==> config.mk <==
export PLATFORM = sky130hd
export DESIGN_NAME = lfsr_reconfig_gen
export DESIGN_NICKNAME = d
export VERILOG_FILES = /design/src/rtl/lfsr_pkg.sv /design/src/rtl/lfsr_next_state.sv /design/src/rtl/lfsr_reconfig_gen.sv
export SDC_FILE = /design/constraint.sdc
export NUM_CORES = 1
export LEC_CHECK = 0
export CAP_MARGIN = 20
export CORE_MARGIN = 4
export CORE_UTILIZATION = 45
export DETAILED_ROUTE_END_ITERATION = 6
export PLACE_DENSITY = 0.72
export SYNTH_ARGS = -nofsm -noshare
export SYNTH_HDL_FRONTEND = slang
export SYNTH_HIERARCHICAL = 1
export SYNTH_SLANG_ARGS = --single-unit
==> constraint.sdc <==
create_clock -name clk -period 2.31 [get_ports clk]
set_input_delay 0.231 -clock clk [delete_from_list [all_inputs] [get_ports clk]]
set_output_delay 0.231 -clock clk [all_outputs]
set_load 0.02 [all_outputs]
==> src/rtl/lfsr_pkg.sv <==
// Shared types and constants for the reconfigurable LFSR generator.
//   lfsr_state_e : control FSM states (idle / run / one-cycle lock-up recovery)
//   MODE_FIB     : Fibonacci (external XOR) feedback
//   MODE_GAL     : Galois (internal XOR) feedback
package lfsr_pkg;

  typedef enum logic [1:0] {
    StIdle,
    StRun,
    StRecover
  } lfsr_state_e;

  localparam logic MODE_FIB = 1'b0;
  localparam logic MODE_GAL = 1'b1;

endpackage

==> src/rtl/lfsr_next_state.sv <==
// Combinational one-step LFSR update.
//   state : current register value
//   taps  : tap mask
//   mode  : MODE_FIB or MODE_GAL
//   next  : register value after one step
module lfsr_next_state
  import lfsr_pkg::*;
#(
  parameter int unsigned WIDTH = 8
) (
  input  logic [WIDTH-1:0] state,
  input  logic [WIDTH-1:0] taps,
  input  logic             mode,
  output logic [WIDTH-1:0] next
);

  logic fb;

  always_comb begin
    fb = ^(state & taps);
    if (mode == MODE_GAL) begin
      // Shift toward the LSB; the bit shifted out folds back in through the taps.
      next = (state >> 1) ^ (state[0] ? taps : '0);
    end else begin
      next = {state[WIDTH-2:0], fb};
    end
  end

endmodule

==> src/rtl/lfsr_reconfig_gen.sv <==
// Runtime-reconfigurable LFSR pattern source with valid/ready config and output ports.
//   clk, reset            : clock, asynchronous active-low reset
//   enable                : run request; low holds state
//   cfg_valid/cfg_ready   : config handshake carrying cfg_mode, cfg_taps, cfg_seed
//   out_valid/out_ready   : output stream handshake; lfsr_out is the current state
//   wrap                  : one-cycle pulse when the state returns to the seed
//   period                : steps in the last completed cycle (0 = not measured)
//   lockup                : sticky, set after recovering from an all-zero state
//   cfg_err               : one-cycle pulse when a zero tap mask or seed was replaced
module lfsr_reconfig_gen
  import lfsr_pkg::*;
#(
  parameter int unsigned      WIDTH        = 8,
  parameter logic [WIDTH-1:0] DEFAULT_TAPS = WIDTH'(8'hB8),
  parameter logic [WIDTH-1:0] DEFAULT_SEED = WIDTH'(1)
) (
  input  logic             clk,
  input  logic             reset,
  input  logic             enable,
  input  logic             cfg_valid,
  output logic             cfg_ready,
  input  logic             cfg_mode,
  input  logic [WIDTH-1:0] cfg_taps,
  input  logic [WIDTH-1:0] cfg_seed,
  output logic             out_valid,
  input  logic             out_ready,
  output logic [WIDTH-1:0] lfsr_out,
  output logic             wrap,
  output logic [WIDTH-1:0] period,
  output logic             lockup,
  output logic             cfg_err
);

  lfsr_state_e      fsm_q, fsm_d;
  logic [WIDTH-1:0] state_q, state_d;
  logic [WIDTH-1:0] taps_q, taps_d;
  logic [WIDTH-1:0] seed_q, seed_d;
  logic             mode_q, mode_d;
  logic [WIDTH-1:0] step_cnt_q, step_cnt_d;
  logic [WIDTH-1:0] period_q, period_d;
  logic             lockup_q, lockup_d;
  logic             wrap_q, wrap_d;
  logic             cfg_err_q, cfg_err_d;

  logic [WIDTH-1:0] lfsr_next;
  logic             cfg_accept;
  logic             advance;
  logic             taps_zero;
  logic             seed_zero;

  lfsr_next_state #(
    .WIDTH(WIDTH)
  ) u_next_state (
    .state(state_q),
    .taps (taps_q),
    .mode (mode_q),
    .next (lfsr_next)
  );

  // FSM state register
  always_ff @(posedge clk or negedge reset) begin
    if (!reset) begin
      fsm_q <= StIdle;
    end else begin
      fsm_q <= fsm_d;
    end
  end

  // FSM next-state logic
  always_comb begin
    fsm_d = fsm_q;
    unique case (fsm_q)
      StIdle: begin
        if (enable) fsm_d = StRun;
      end
      StRun: begin
        // A same-cycle config reloads a non-zero seed, so it cancels recovery.
        if (!cfg_accept && (state_q == '0)) begin
          fsm_d = StRecover;
        end else if (!enable) begin
          fsm_d = StIdle;
        end
      end
      StRecover: begin
        fsm_d = enable ? StRun : StIdle;
      end
      default: fsm_d = StIdle;
    endcase
  end

  // FSM outputs; out_valid never looks at out_ready.
  always_comb begin
    cfg_ready = (fsm_q != StRecover);
    out_valid = (fsm_q == StRun) && enable;
  end

  assign cfg_accept = cfg_valid && cfg_ready;
  assign advance    = out_valid && out_ready;
  assign taps_zero  = (cfg_taps == '0);
  assign seed_zero  = (cfg_seed == '0);

  // Datapath next-state: config beats recovery beats an output step.
  always_comb begin
    state_d    = state_q;
    taps_d     = taps_q;
    seed_d     = seed_q;
    mode_d     = mode_q;
    step_cnt_d = step_cnt_q;
    period_d   = period_q;
    lockup_d   = lockup_q;
    wrap_d     = 1'b0;
    cfg_err_d  = 1'b0;
    if (cfg_accept) begin
      mode_d     = cfg_mode;
      taps_d     = taps_zero ? DEFAULT_TAPS : cfg_taps;
      seed_d     = seed_zero ? DEFAULT_SEED : cfg_seed;
      state_d    = seed_d;
      step_cnt_d = '0;
      period_d   = '0;
      lockup_d   = 1'b0;
      cfg_err_d  = taps_zero || seed_zero;
    end else if (fsm_q == StRecover) begin
      state_d    = seed_q;
      step_cnt_d = '0;
      lockup_d   = 1'b1;
    end else if (advance) begin
      state_d = lfsr_next;
      if (lfsr_next == seed_q) begin
        wrap_d     = 1'b1;
        period_d   = step_cnt_q + WIDTH'(1);
        step_cnt_d = '0;
      end else begin
        step_cnt_d = step_cnt_q + WIDTH'(1);
      end
    end
  end

  always_ff @(posedge clk or negedge reset) begin
    if (!reset) begin
      state_q    <= DEFAULT_SEED;
      taps_q     <= DEFAULT_TAPS;
      seed_q     <= DEFAULT_SEED;
      mode_q     <= MODE_FIB;
      step_cnt_q <= '0;
      period_q   <= '0;
      lockup_q   <= 1'b0;
      wrap_q     <= 1'b0;
      cfg_err_q  <= 1'b0;
    end else begin
      state_q    <= state_d;
      taps_q     <= taps_d;
      seed_q     <= seed_d;
      mode_q     <= mode_d;
      step_cnt_q <= step_cnt_d;
      period_q   <= period_d;
      lockup_q   <= lockup_d;
      wrap_q     <= wrap_d;
      cfg_err_q  <= cfg_err_d;
    end
  end

  assign lfsr_out = state_q;
  assign wrap     = wrap_q;
  assign period   = period_q;
  assign lockup   = lockup_q;
  assign cfg_err  = cfg_err_q;

endmodule
Word-level counts from Yosys, hierarchy flattened
Cells that the tools add are included.
{"block": "op_classes", "n_addsub": 1, "n_eq_ne": 7, "n_mux": 27, "bitwise": 2, "reduce_logical": 17}
{"op": "$mux 8", "count": 15}
{"op": "$logic_not 8->1", "count": 3}
{"op": "$add 8x1->8 const B", "count": 1}
{"op": "$and 8x8->8", "count": 1}
{"op": "$eq 8x8->1", "count": 1}
{"op": "$mux 1", "count": 8}
{"op": "$reduce_xor 8->1", "count": 1}
{"op": "$xor 7x8->8", "count": 1}
{"op": "$mux 2", "count": 3}
{"op": "$ne 2x2->1 const B", "count": 3}
{"op": "$pmux 2 s3", "count": 1}
{"op": "$reduce_bool 2->1", "count": 3}
{"op": "$logic_and 1x1->1", "count": 4}
{"op": "$ne 3x3->1 const B", "count": 1}
{"op": "$reduce_and 3->1", "count": 1}
{"op": "$reduce_bool 3->1", "count": 1}
{"op": "$eq 2x1->1 const B", "count": 1}
{"op": "$eq 2x2->1 const B", "count": 1}
{"op": "$logic_not 2->1", "count": 1}
{"op": "$reduce_and 2->1", "count": 1}
{"op": "$logic_not 1->1", "count": 1}
{"op": "$logic_or 1x1->1", "count": 1}
{"block": "word_totals", "ff_bits": 46, "inputBits": 22, "out_inout_bits": 21, "wordCells": 64}

Logic depth before layout (Yosys ltp)
Gate-level depths: netlist of run 1.
{"block": "logic_depth", "ltp_word": 8, "mapped_depth": 10, "mapped_depth_nobuf": 9}

By module
Netlist of run 1, hierarchy kept.
{"mod": "lfsr_reconfig_gen", "n_inst": 1, "cells_per_inst": 233, "area_per_inst_um2": 2302.2, "seq_area_each_um2": 1158.6}
{"mod": "lfsr_next_state", "n_inst": 1, "cells_per_inst": 47, "area_per_inst_um2": 277.8, "seq_area_each_um2": 0.0}

Worst setup path after synthesis of run 1
No wires, ideal clock.
{"block": "synth_path", "path_kind": "register -> register", "startpoint": "register state_q[0], in the netlist lfsr_out[0]", "endpoint": "register step_cnt_q[2]", "t_arrival_ns": 2.264, "slack_ns": -0.080, "path_stages_with_launch": 11, "n_path_buf": 1, "period_less_slack_ns": 2.390, "path_cell_list": "dfstp_2 -> buf_6 -> nand2_4 -> xnor2_1 -> xnor2_1 -> xnor2_1 -> mux2i_1 -> xor2_1 -> nor4_2 -> a2111oi_1 -> a221o_1"}
{"block": "synth_between", "elab_chain_cells": 8, "elab_cells_between_ends": 10, "classes_between": "1 x eq/ne; 6 x mux; 2 x bitwise; 1 x reduce/logical"}
{"element": "start: declaration", "line_no": "lfsr_reconfig_gen.sv:35", "rtl": "logic [WIDTH-1:0] state_q, state_d;"}
{"element": "start signal: assignment", "line_no": "lfsr_reconfig_gen.sv:150", "rtl": "state_q <= state_d;"}
{"element": "$and 8x8->8 or $mux 8 (tied branches)", "line_no": "lfsr_next_state.sv:20, lfsr_next_state.sv:23"}
{"element": "$reduce_xor 8->1 or $xor 7x8->8 (tied branches)", "line_no": "lfsr_next_state.sv:20, lfsr_next_state.sv:23"}
{"element": "$mux 8 *", "line_no": "lfsr_next_state.sv:21", "rtl": "if (mode == MODE_GAL) begin"}
{"element": "via lfsr_next[0]", "line_no": "lfsr_reconfig_gen.sv:45", "rtl": "logic [WIDTH-1:0] lfsr_next;"}
{"element": "$eq 8x8->1 *", "line_no": "lfsr_reconfig_gen.sv:128", "rtl": "if (lfsr_next == seed_q) begin"}
{"element": "$mux 8 *", "line_no": "lfsr_reconfig_gen.sv:128"}
{"element": "$mux 8 *", "line_no": "lfsr_reconfig_gen.sv:126", "rtl": "end else if (advance) begin"}
{"element": "$mux 8 *", "line_no": "lfsr_reconfig_gen.sv:122", "rtl": "end else if (fsm_q == StRecover) begin"}
{"element": "$mux 8 *", "line_no": "lfsr_reconfig_gen.sv:113", "rtl": "if (cfg_accept) begin"}
{"element": "end signal: assignment", "line_no": "lfsr_reconfig_gen.sv:154", "rtl": "step_cnt_q <= step_cnt_d;"}
{"element": "end: declaration", "line_no": "lfsr_reconfig_gen.sv:39", "rtl": "logic [WIDTH-1:0] step_cnt_q, step_cnt_d;"}
The timed path passes the listed nets; every way through them passes the cells marked *. The select of a mux whose other input is x is not followed.
A chain may end at the register's enable or synchronous reset.

Final worst setup path of run 1
{"block": "layout_path", "startpoint": "register state_q[0], in the netlist lfsr_out[0]", "endpoint": "register step_cnt_q[5]"}
{"block": "layout_between", "elab_chain_cells": 8, "elab_cells_between_ends": 10, "classes_between": "1 x eq/ne; 6 x mux; 2 x bitwise; 1 x reduce/logical"}
{"element": "$mux 8", "line_no": "lfsr_next_state.sv:23", "rtl": "next = (state >> 1) ^ (state[0] ? taps : '0);"}
{"element": "$xor 7x8->8", "line_no": "lfsr_next_state.sv:23"}
{"element": "$mux 8", "line_no": "lfsr_next_state.sv:21"}
{"element": "via lfsr_next[5]", "line_no": "lfsr_reconfig_gen.sv:45"}
{"element": "$eq 8x8->1", "line_no": "lfsr_reconfig_gen.sv:128"}
{"element": "$mux 8", "line_no": "lfsr_reconfig_gen.sv:128"}
{"element": "$mux 8", "line_no": "lfsr_reconfig_gen.sv:126"}
{"element": "$mux 8", "line_no": "lfsr_reconfig_gen.sv:122"}
{"element": "$mux 8", "line_no": "lfsr_reconfig_gen.sv:113"}
The timed path passes the listed nets, and every way through them passes these cells. The select of a mux whose other input is x is not followed.

==> summary.txt, run 1 <==
Status
  – Outcome: finished with violations
  – Violations in the final reports: setup timing

Critical path
  – Critical Path Fanout Max: 7
  – Worst setup EP type: flop
  – Crit Path Category: flop to flop
  – Req. time, crit path: 2.50 ns
  – CP arrival: 2.67 ns
  – Critical Path Start Type: flop

Logic synthesis
  – Area share of fa/ha/maj cells after synthesis: 0.00485
  – Count of warnings emitted by yosys: 6
  – Count of flip-flops with a built-in enable after synthesis: 0
  – Xor/xnor cell area share of the yosys netlist: 0.0815
  – Compound-gate portion of the synthesized area: 0.147
  – Dominant register cell in the synthesized netlist: sky130_fd_sc_hd__dfrtp_1
  – Proportion of synthesized chip area in sequential cells: 0.449
  – Share of cell area taken by muxes after synthesis: 0.0398
  – Yosys top cell by area: sky130_fd_sc_hd__dfrtp_1
  – Number of instances in the synthesized netlist: 280
  – Top cell type's share of synthesized area: 0.388
  – Cell area after synthesis: 2580 um2
  – Post-Synthesis Mean Instance Area: just over 9 um2
  – Library cells used by synthesis: 44
  – Main combinational cell family by area after synthesis: simple AND/OR/NAND/NOR gates
  – Number of nets in the synthesized netlist: 303
  – Synth top area cells: sky130_fd_sc_hd__dfrtp_1, sky130_fd_sc_hd__nand2_1, sky130_fd_sc_hd__dfstp_2
  – Post-synthesis async set-or-reset flop share: 1.00
  – Synth Area in Simple Gates: 0.243
  – Synth Register Bits: 46

Flow run
  – Max Cap Violations: 0

Route
  – Number of DRC violations after detailed-routing iteration 0: 206
  – Count of antenna-violating nets left after detailed routing: 0
  – DRT Pass-1 Iters: 5
  – Post-route DRC violation count: 0
  – Number of vias in the routed layout: 2463
  – WL final: 7220 um
  – Vias per Instance: between 5 and 6
  – Routed wire per std cell: 16.6 um

Final layout
  – Sequential cell area: 1160 um2
  – Commonest non-fill, non-tap cell in the layout: sky130_fd_sc_hd__nand2_1
  – Commonest non-fill, non-tap cells in the layout: sky130_fd_sc_hd__nand2_1, sky130_fd_sc_hd__clkdlybuf4s50_1, sky130_fd_sc_hd__dfrtp_1, sky130_fd_sc_hd__buf_4, sky130_fd_sc_hd__xor2_1
  – P&R area growth vs syn: 39.2%
  – Final Instance Count excl. Fillers: 434
  – Share of cells above drive strength 1: 0.235
  – Multi-input gate area: 1460 um2
  – Net count, final: around 380
  – # diodes: 0
  – Total of fill cells in the finished design: 450

Die
  – Std-Cell Rows: 27
  – Die outline area: 7010 um2
  – Initial standard-cell utilization of the core: 0.466
  – Width of the chip: about 84 um
  – Core box area: between 5000 and 6000 um2
  – Height of the die: 83.7 um
  – Count of pins on the block boundary: 43

Placement
  – IO Port Bufs: 42
  – Number of placed instances with taps included: 413
  – Routability Congestion: 0.821
  – DP HPWL: roughly 5100 um

Clock network
  – Number of buffers inserted during clock tree synthesis: 5
  – Deepest level of the CTS H-tree: 2
  – Clock transition at path regs: 0.08 ns
  – Latest clock arrival within the worst-skew pair: 0.30 ns
  – Sink count of the clock tree: 46
  – Max Buffers Root-to-Sink: 2
  – Clock root buffer: sky130_fd_sc_hd__clkbuf_8
  – TritonCTS clock tree: done

Timing
  – WHS: 0.403 ns
  – Post-route setup slack: -0.175 ns
  – Final worst path period need: 2.49 ns
  – Endpoints failing setup: 16
  – Max-slew violations: 0
  – Slew at the pin closest to its max-slew limit: 0.625 ns
  – Max-Slew Margin vs Limit: 0.583
  – Largest clock skew in the final design: 0.00981 ns
  – Crit share post-route: 1.08
  – Setup repair after global routing missed its margin: true
  – Fin. Hold Viols: 0
  – Highest Clock Rate: 0.402 GHz
  – Final-layout setup total negative slack: -1.64 ns

GRT
  – Maximum number of pins on one net before global-route repair: 45
  – Global-route wire length before repair: 11400 um
  – GRT met1 Usage: 0.270
  – Global-route met2 utilization: 0.322
  – Number of global-route vias before repair: 2386
  – Global-route usage over all layers: 0.201
  – Most used routing layer: met2
  – Overflow left after global routing: 0
  – Number of antenna violations at the first check in global routing: 0
  – Met3 capacity usage during global routing: 0.0454

Power
  – IR Drop Worst-Case VDD: 0.436 mV
  – Pleak: 1.60 nW
  – Overall power after layout: ~2.4 mW
  – Power per unit of standard cell area: about 670 nW/um2

Hold path
  – Type of the most critical hold path: input pin to async pin
==> cell families (layout without fill, tap and decap cells) <==
kind of cell / count (synthesis) / in the layout
and+or+nand+nor: 126 / 126
buffers and inverters: 19 / 101
DFF: 46 / 46
xor gates and xnor gates: 24 / 24
AOI/OAI and AO/OA: 54 / 54
muxes: 10 / 10
adders and majority gates: 1 / 1
==> synth_stat cells, types with 2 or more instances <==
cell type and count:
sky130_fd_sc_hd__nand2_1 76, sky130_fd_sc_hd__dfrtp_1 40, sky130_fd_sc_hd__xor2_1 16, sky130_fd_sc_hd__a21oi_1 13, sky130_fd_sc_hd__nand3_1 12, sky130_fd_sc_hd__o21ai_0 12
sky130_fd_sc_hd__nor2_1 9, sky130_fd_sc_hd__buf_2 8, sky130_fd_sc_hd__mux2i_1 8, sky130_fd_sc_hd__xnor2_1 8, sky130_fd_sc_hd__inv_1 7, sky130_fd_sc_hd__dfstp_2 6
sky130_fd_sc_hd__a222oi_1 4, sky130_fd_sc_hd__nor4_1 4, sky130_fd_sc_hd__o221ai_1 4, sky130_fd_sc_hd__o22a_1 4, sky130_fd_sc_hd__a221o_1 3, sky130_fd_sc_hd__a22o_1 3
sky130_fd_sc_hd__and2_1 3, sky130_fd_sc_hd__and3b_1 3, sky130_fd_sc_hd__clkbuf_1 3, sky130_fd_sc_hd__nor3_1 3, sky130_fd_sc_hd__o21a_1 3, sky130_fd_sc_hd__a211oi_1 2
sky130_fd_sc_hd__mux2_2 2, sky130_fd_sc_hd__nand4_1 2, sky130_fd_sc_hd__nor2b_1 2, sky130_fd_sc_hd__nor4_2 2, sky130_fd_sc_hd__nor4_4 2, sky130_fd_sc_hd__or4_1 2
==> critical path: stages (launching register included) <==
cell	delay (ns)
sky130_fd_sc_hd__dfstp_2	0.61
sky130_fd_sc_hd__buf_4	0.14
sky130_fd_sc_hd__nand2_2	0.07
sky130_fd_sc_hd__xnor2_2	0.22
sky130_fd_sc_hd__a21oi_2	0.11
sky130_fd_sc_hd__xor2_2	0.21
sky130_fd_sc_hd__buf_4	0.15
sky130_fd_sc_hd__nor4_4	0.27
sky130_fd_sc_hd__buf_6	0.17
sky130_fd_sc_hd__a21oi_4	0.09
sky130_fd_sc_hd__a221o_1	0.33
==> layer usage <==
layer,up-vias,share of wire
li1,1141,-
met2,79,0.48
met5,-,0
met4,0,0.017
met3,10,0.052
met1,1233,0.45
==> sequential cells by signal (all words and copies together) (netlist names) <==
| signal | count |
|---|---|
| wrap | 1 |
| fsm_q | 2 |
| step_cnt_q | 8 |
| seed_q | 8 |
| period | 8 |
| cfg_err | 1 |
| lockup | 1 |
| mode_q | 1 |
| taps_q | 8 |
| lfsr_out | 8 |
==> path summary, 6_finish.rpt <==
path | start | endpoint | slack, ns | cells after the start
worst max-delay path | lfsr_out[0] | step_cnt_q[5] | -0.18 | 10
worst min-delay path | reset | fsm_q[0] | 0.40 | 2
worst max register to register | lfsr_out[0] | step_cnt_q[5] | -0.18 | 10
worst min register to register | lockup | lockup | 0.50 | 1
max in group asynchronous | reset | seed_q[0] | 1.36 | 3
min in group clk | cfg_mode | mode_q | 0.45 | 3
==> where the power goes <==
group          internal (mW)  leakage (nW)  total (mW)  switching, mW
logic                  0.460         0.970       0.943          0.483
clock network          0.244        0.0455       0.512          0.267
registers              0.873         0.586       0.939         0.0666
total                   1.58          1.60        2.39          0.817
==> per-stage QoR <==
| stage | setup WS [ns] | utilization | instance area (um2) |
|---|---|---|---|
| finish | -0.175 | 0.648 | 3590 |
| global route | -0.266 | 0.648 | 3590 |
| CTS | -0.103 | 0.626 | 3470 |
| detailed placement | -0.110 | 0.588 | 3260 |
| global placement | -0.0639 | 0.588 | 3260 |
| floorplan | 0.00589 | - | 2580 |
==> cell type report <==
cell class | count | share of cell area
tap | 72 | 0.0251
sequential | 46 | 0.323
inverter | 7 | 0.00731
clock buffer | 8 | 0.0251
timing repair buffer | 86 | 0.215
multi-input combinational | 215 | 0.405
==> what timing repair did <==
| item | 4_1_cts | 5_1_grt |
|---|---|---|
| pin swaps | 6 | 14 |
| endpoints found under the hold margin | 0 | 15 |
| endpoints found under the setup margin | 16 | 17 |
| resized for setup | 14 | 11 |
| buffers inserted | 6 | 5 |
| hold buffers | 0 | 1 |
Note: power is estimated with default switching activity, not from simulation.
==> run 2, diff against run 1 <==
--- a/config.mk
+++ b/config.mk
@@ -7,9 +7,8 @@
 export LEC_CHECK = 0
 export CAP_MARGIN = 20
 export CORE_MARGIN = 4
-export CORE_UTILIZATION = 45
+export CORE_UTILIZATION = 25
 export DETAILED_ROUTE_END_ITERATION = 6
-export PLACE_DENSITY = 0.72
 export SYNTH_ARGS = -nofsm -noshare
 export SYNTH_HDL_FRONTEND = slang
 export SYNTH_HIERARCHICAL = 1
==> run 2 against run 1 <==
  * The run still ends with setup timing left
  * Sequential share of layout area decreased by 0.30 points
  * Non-clock buffer count decreased by 4
  * Core utilization decreased by 28 points
  * Global-route usage decreased by 7.8 points
  * Critical path type unchanged
  * Critical endpoint is now step_cnt_q[6]
  * Highest routed layer unchanged
==> summary.txt, run 2 (same netlist as run 1, synthesis figures left out) <==
Timing
  – Crit share post-route: 1.05 (was 1.08)
  – Highest Clock Rate: 0.413 GHz (was 0.402 GHz)
  – WHS: 0.455 ns (was 0.403 ns)
  – Slew at the pin closest to its max-slew limit: 0.524 ns (was 0.625 ns)
  – Post-route setup slack: -0.111 ns (was -0.175 ns)
  – Endpoints failing setup: 12 (was 16)
  – Max-slew violations: 0 (unchanged)
  – Setup repair after global routing missed its margin: true (unchanged)
  – Max-Slew Margin vs Limit: 0.647 (was 0.583)
  – Final worst path period need: 2.42 ns (was 2.49 ns)
  – Fin. Hold Viols: 0 (unchanged)
  – Largest clock skew in the final design: 0.00627 ns (was 0.00981 ns)

Final layout
  – Share of cells above drive strength 1: 0.226 (was 0.235)
  – Commonest non-fill, non-tap cells in the layout: sky130_fd_sc_hd__nand2_1, sky130_fd_sc_hd__clkdlybuf4s50_1, sky130_fd_sc_hd__dfrtp_1, sky130_fd_sc_hd__buf_4 (was sky130_fd_sc_hd__nand2_1, sky130_fd_sc_hd__clkdlybuf4s50_1, sky130_fd_sc_hd__dfrtp_1, sky130_fd_sc_hd__buf_4, sky130_fd_sc_hd__xor2_1)
  – Final Instance Count excl. Fillers: 491 (was 434)
  – # diodes: 0 (unchanged)
  – Commonest non-fill, non-tap cell in the layout: sky130_fd_sc_hd__nand2_1 (unchanged)
  – Fraction of the core area covered by cells at the end of the flow: 0.366 (was 0.648)
  – P&R area growth vs syn: 40.5% (was 39.2%)
  – Net count, final: 380 (was 384)

Critical path
  – Crit. Startpoint: lfsr_out[0] (unchanged)
  – CP arrival: 2.61 ns (was 2.67 ns)
  – Count of buffering cells on the critical path with inverters included: 1 (was 3)
  – Critical Path Fanout Max: 7 (unchanged)
  – Crit-path max cell delay: 0.59 ns (was 0.61 ns)
  – Req. time, crit path: 2.50 ns (about the same)
  – Reg-to-reg critical path startpoint: lfsr_out[0] (unchanged)
  – Crit-path cells: nand2_4, xnor2_2, xnor2_1, xnor2_1, mux2i_1, xor2_1, buf_4, nor4_4, a21oi_2, a221o_1 (was buf_4, nand2_2, xnor2_2, a21oi_2, xor2_2, buf_4, nor4_4, buf_6, a21oi_4, a221o_1)
  – Critical Path Most Common Cell: sky130_fd_sc_hd__xnor2_1 (was sky130_fd_sc_hd__buf_4)
  – Highest-delay cell along the critical path: sky130_fd_sc_hd__dfstp_2 (unchanged)
  – Worst setup EP type: flop (unchanged)
  – Kind of cell with the highest combined delay on the critical path: XOR/XNOR gates (was flip-flops)
  – Critical Path Start Type: flop (unchanged)
  – Crit Path Category: flop to flop (unchanged)

GRT
  – Number of antenna violations at the first check in global routing: 0 (unchanged)
  – Overflow left after global routing: 0 (unchanged)
  – Global-route usage over all layers: 0.123 (was 0.201)
  – Global-route wire length before repair: 11600 um (was 11400 um)
  – Maximum number of pins on one net before global-route repair: 47 (was 45)
  – Number of global-route vias before repair: 2329 (was 2386)

Clock network
  – Clock transition at path regs: 0.09 ns (was 0.08 ns)
  – Max Buffers Root-to-Sink: 2 (unchanged)
  – Deepest level of the CTS H-tree: 2 (unchanged)
  – Latest clock arrival within the worst-skew pair: 0.30 ns (about the same)
  – Sink count of the clock tree: 46 (unchanged)
  – Number of buffers inserted during clock tree synthesis: 5 (unchanged)
  – Clock root buffer: sky130_fd_sc_hd__clkbuf_8 (unchanged)
  – TritonCTS clock tree: done (unchanged)

Route
  – DRT Pass-1 Iters: 6 (was 5)
  – Post-route DRC violation count: 0 (unchanged)
  – Met1 Routed Length: 3190 um (was 3290 um)
  – DR WL met2: 3500 um (was 3440 um)
  – Number of vias in the routed layout: 2331 (was 2463)
  – Met3 WL: 363 um (was 373 um)
  – WL final: 7120 um (was 7220 um)
  – Number of DRC violations after detailed-routing iteration 0: 161 (was 206)
  – Uppermost layer routed: met4 (unchanged)
  – Vias per Instance: 4.75 (was 5.68)
  – Count of antenna-violating nets left after detailed routing: 0 (unchanged)
  – Routed wire per std cell: 14.5 um (was 16.6 um)

Die
  – Height of the die: 110 um (was 83.7 um)
  – Core box area: 9910 um2 (was 5540 um2)
  – Std-Cell Rows: 36 (was 27)
  – Die outline area: 12000 um2 (was 7010 um2)
  – Initial standard-cell utilization of the core: 0.260 (was 0.466)
  – Count of pins on the block boundary: 43 (unchanged)
  – Width of the chip: 110 um (was 83.7 um)

Power
  – Pleak: 1.57 nW (was 1.60 nW)
  – IR Drop Worst-Case VDD: 0.276 mV (was 0.436 mV)
  – Overall power after layout: 2.33 mW (was 2.39 mW)
  – Power per unit of standard cell area: 641 nW/um2 (was 666 nW/um2)

Flow run
  – Max Cap Violations: 0 (unchanged)

Placement
  – Number of placed instances with taps included: 479 (was 413)
  – DP HPWL: 5500 um (was 5070 um)
  – Place WS: -0.0972 ns (was -0.110 ns)
  – Routability Congestion: 0.845 (was 0.821)
  – IO Port Bufs: 42 (unchanged)

Status
  – Violations in the final reports: setup timing (unchanged)
  – Outcome: finished with violations (unchanged)

Hold path
  – Type of the most critical hold path: input pin to async pin (unchanged)
## run 2: routing by layer
| layer | global-route usage | up-vias |
|---|---|---|
| li1 | - | 1131 |
| met1 | 0.161 | 1137 |
| met2 | 0.204 | 56 |
| met3 | 0.0270 | 7 |
| met4 | 0.0365 | 0 |
| met5 | 0 | - |
## run 2: worst min-delay path, delay by kind of cell
kind	cells	cell delay, ns
buf+inv	3	0.90
## run 2: metrics by stage
stage / TNS (ns) / cell area [um2]
2_1_floorplan: 0 / 2580
3_3_place_gp: -0.152 / 3380
3_5_place_dp: -0.818 / 3380
4_1_cts: -0.374 / 3570
5_1_grt: -3.47 / 3630
6_report: -0.687 / 3630
## run 2: final timing paths
check | end | slack, ns | depth (start not counted)
worst max-delay path | step_cnt_q[6] | -0.11 | 10
worst min-delay path | wrap | 0.45 | 3
worst max register to register | step_cnt_q[6] | -0.11 | 10
worst min register to register | seed_q[0] | 0.51 | 2
max in group asynchronous | lfsr_out[0] | 1.58 | 3
min in group clk | mode_q | 0.46 | 3
## run 2: final cells by class
cell class	count	area (um2)
fill	1018	6280
multi-input combinational	215	1450
sequential	46	1160
timing repair buffer	82	734
tap	133	166
clock buffer	7	86.3
inverter	7	26.3
clock inverter	1	5.00
## run 2: power by group
part | internal [mW] | switching, mW | leakage [nW]
Sequential | 0.872 | 0.0561 | 0.586
Combinational | 0.415 | 0.468 | 0.941
Clock | 0.242 | 0.273 | 0.0482
## run 2: repair_timing
item / 4_1_cts / 5_1_grt
gates resized for setup: 10 / 12
setup buffers: 3 / 1
endpoints found under the hold margin: 40 / 0
endpoints found under the setup margin: 15 / 17
pin swaps: 2 / 4
hold buffers: 1 / 0
==> patch: new RTL, config.mk and constraints of run 1 <==
Register the output `cfg_err` once more, cleared by the reset; this adds one clock of latency there. The other outputs are not delayed to match. Comments in the files are not updated.
--- a/src/rtl/lfsr_reconfig_gen.sv
+++ b/src/rtl/lfsr_reconfig_gen.sv
@@ -163,6 +163,12 @@
   assign wrap     = wrap_q;
   assign period   = period_q;
   assign lockup   = lockup_q;
-  assign cfg_err  = cfg_err_q;
+  always_ff @(posedge clk or negedge reset) begin
+    if (!reset) begin
+      cfg_err <= '0;
+    end else begin
+      cfg_err <= cfg_err_q;
+    end
+  end
 
 endmodule
Formal check against the unedited RTL: not equivalent (a bounded check fails within 4 cycles, from zero or initial values and one cycle with reset low).
==> patch against run 1 <==
- the flow still finishes with violations (setup timing)
- clock skew increased by 0.0031 ns
- worst setup slack gained 0.015 ns
- sequential cell count up 1
- synthesized area up 0.29%
- routed wire length down 6.7%
- sequential power increased by 3.5%
- global-route usage fell by 0.52 points
- critical path depth rose by 1
- power grew 14%
- design area down 1.3%
- first-iteration DRC count rose by 6.3%
==> patch: results (changes against run 1) <==
* Status: finished, violations left
* Failing checks: setup timing
* Vias in the first global route at 2265 (-5.1%)
* Filler Cell Count at 469 (+4.2%)
* R2R depth at 11 (+1)
* Place WS at -0.143 ns (-0.0331 ns)
* Nonclk buf count at 84 (-2.3%)
* Routability congestion estimate at 0.859 (+4.7%)
* Worst slew pin tran at 0.580 ns (-0.0448 ns)
* Post-DP HPWL at 4840 um (-4.5%)
* Syn Area/Cell at 9.27 um2 (+0.65%)
* Worst setup path end: period[7]
* Final nets at 380 (-1.0%)
* Multiplexer share of the synthesized area at 6.29% (+2.3 points)
* WL per Instance at 15.7 um (-5.8%)
* Total Wirelength at 6740 um (-6.7%)
* Dpl cells at 409 (-0.97%)
* First-pass GRT wire length at 11100 um (-2.1%)
* Multi-input combinational cell area at 0.00138 mm2 (-5.2%)
* Clock buffer count in the final layout at 6 (-2)
* Internal at 1.86 mW (+18%)
* Seq area share at 33.4% (+1.1 points)
* Worst vdd ir at 0.378 mV (-13%)
* Share of cells above drive strength 1 at 21.2% (-2.3 points)
* Min-Delay Path Class: flip-flop to flip-flop
* Drt initial violations at 219 (+6.3%)
* Via density at 5.45 (-4.0%)
* PwrDens at 773 mW/mm2 (+16%)
* Final Setup Violations at 17 (+1)
* Fin worst setup slack at -0.160 ns (+0.0150 ns)
* Synth Area in Adders at 0.484% (-0.0014 points)
* Combinational Power at 1.14 mW (+21%)
* P_clk at 628 uW (+23%)
patch: repair_timing:
| item | in CTS | in global routing |
|---|---|---|
| buffers inserted | 11 | 5 |
| gates resized for setup | 5 | 6 |
| pin swaps | 15 | 7 |
| setup endpoints to repair | 17 | 18 |
| endpoints found under the hold margin | 24 | 0 |
| hold buffers | 1 | 0 |
patch: metal layers:
layer  GRT usage (%)  vias up  share of wire, %
met3            3.55       11               5.4
met2            30.8       71                47
li1                -     1133                 -
met1            27.5     1127                46
met4            5.99        0               1.6
met5               0        -                 0
patch: worst min path at each step:
stage	startpoint	to	slack (ns)	cells after the start
after floorplan	reset	cfg_err	-0.06	0
after global placement	reset	cfg_err	0.26	1
after detailed placement	reset	cfg_err	0.26	1
after CTS	cfg_err_q	cfg_err	0.36	0
after global routing	cfg_err_q	cfg_err	0.38	0
final	cfg_err_q	cfg_err	0.36	0
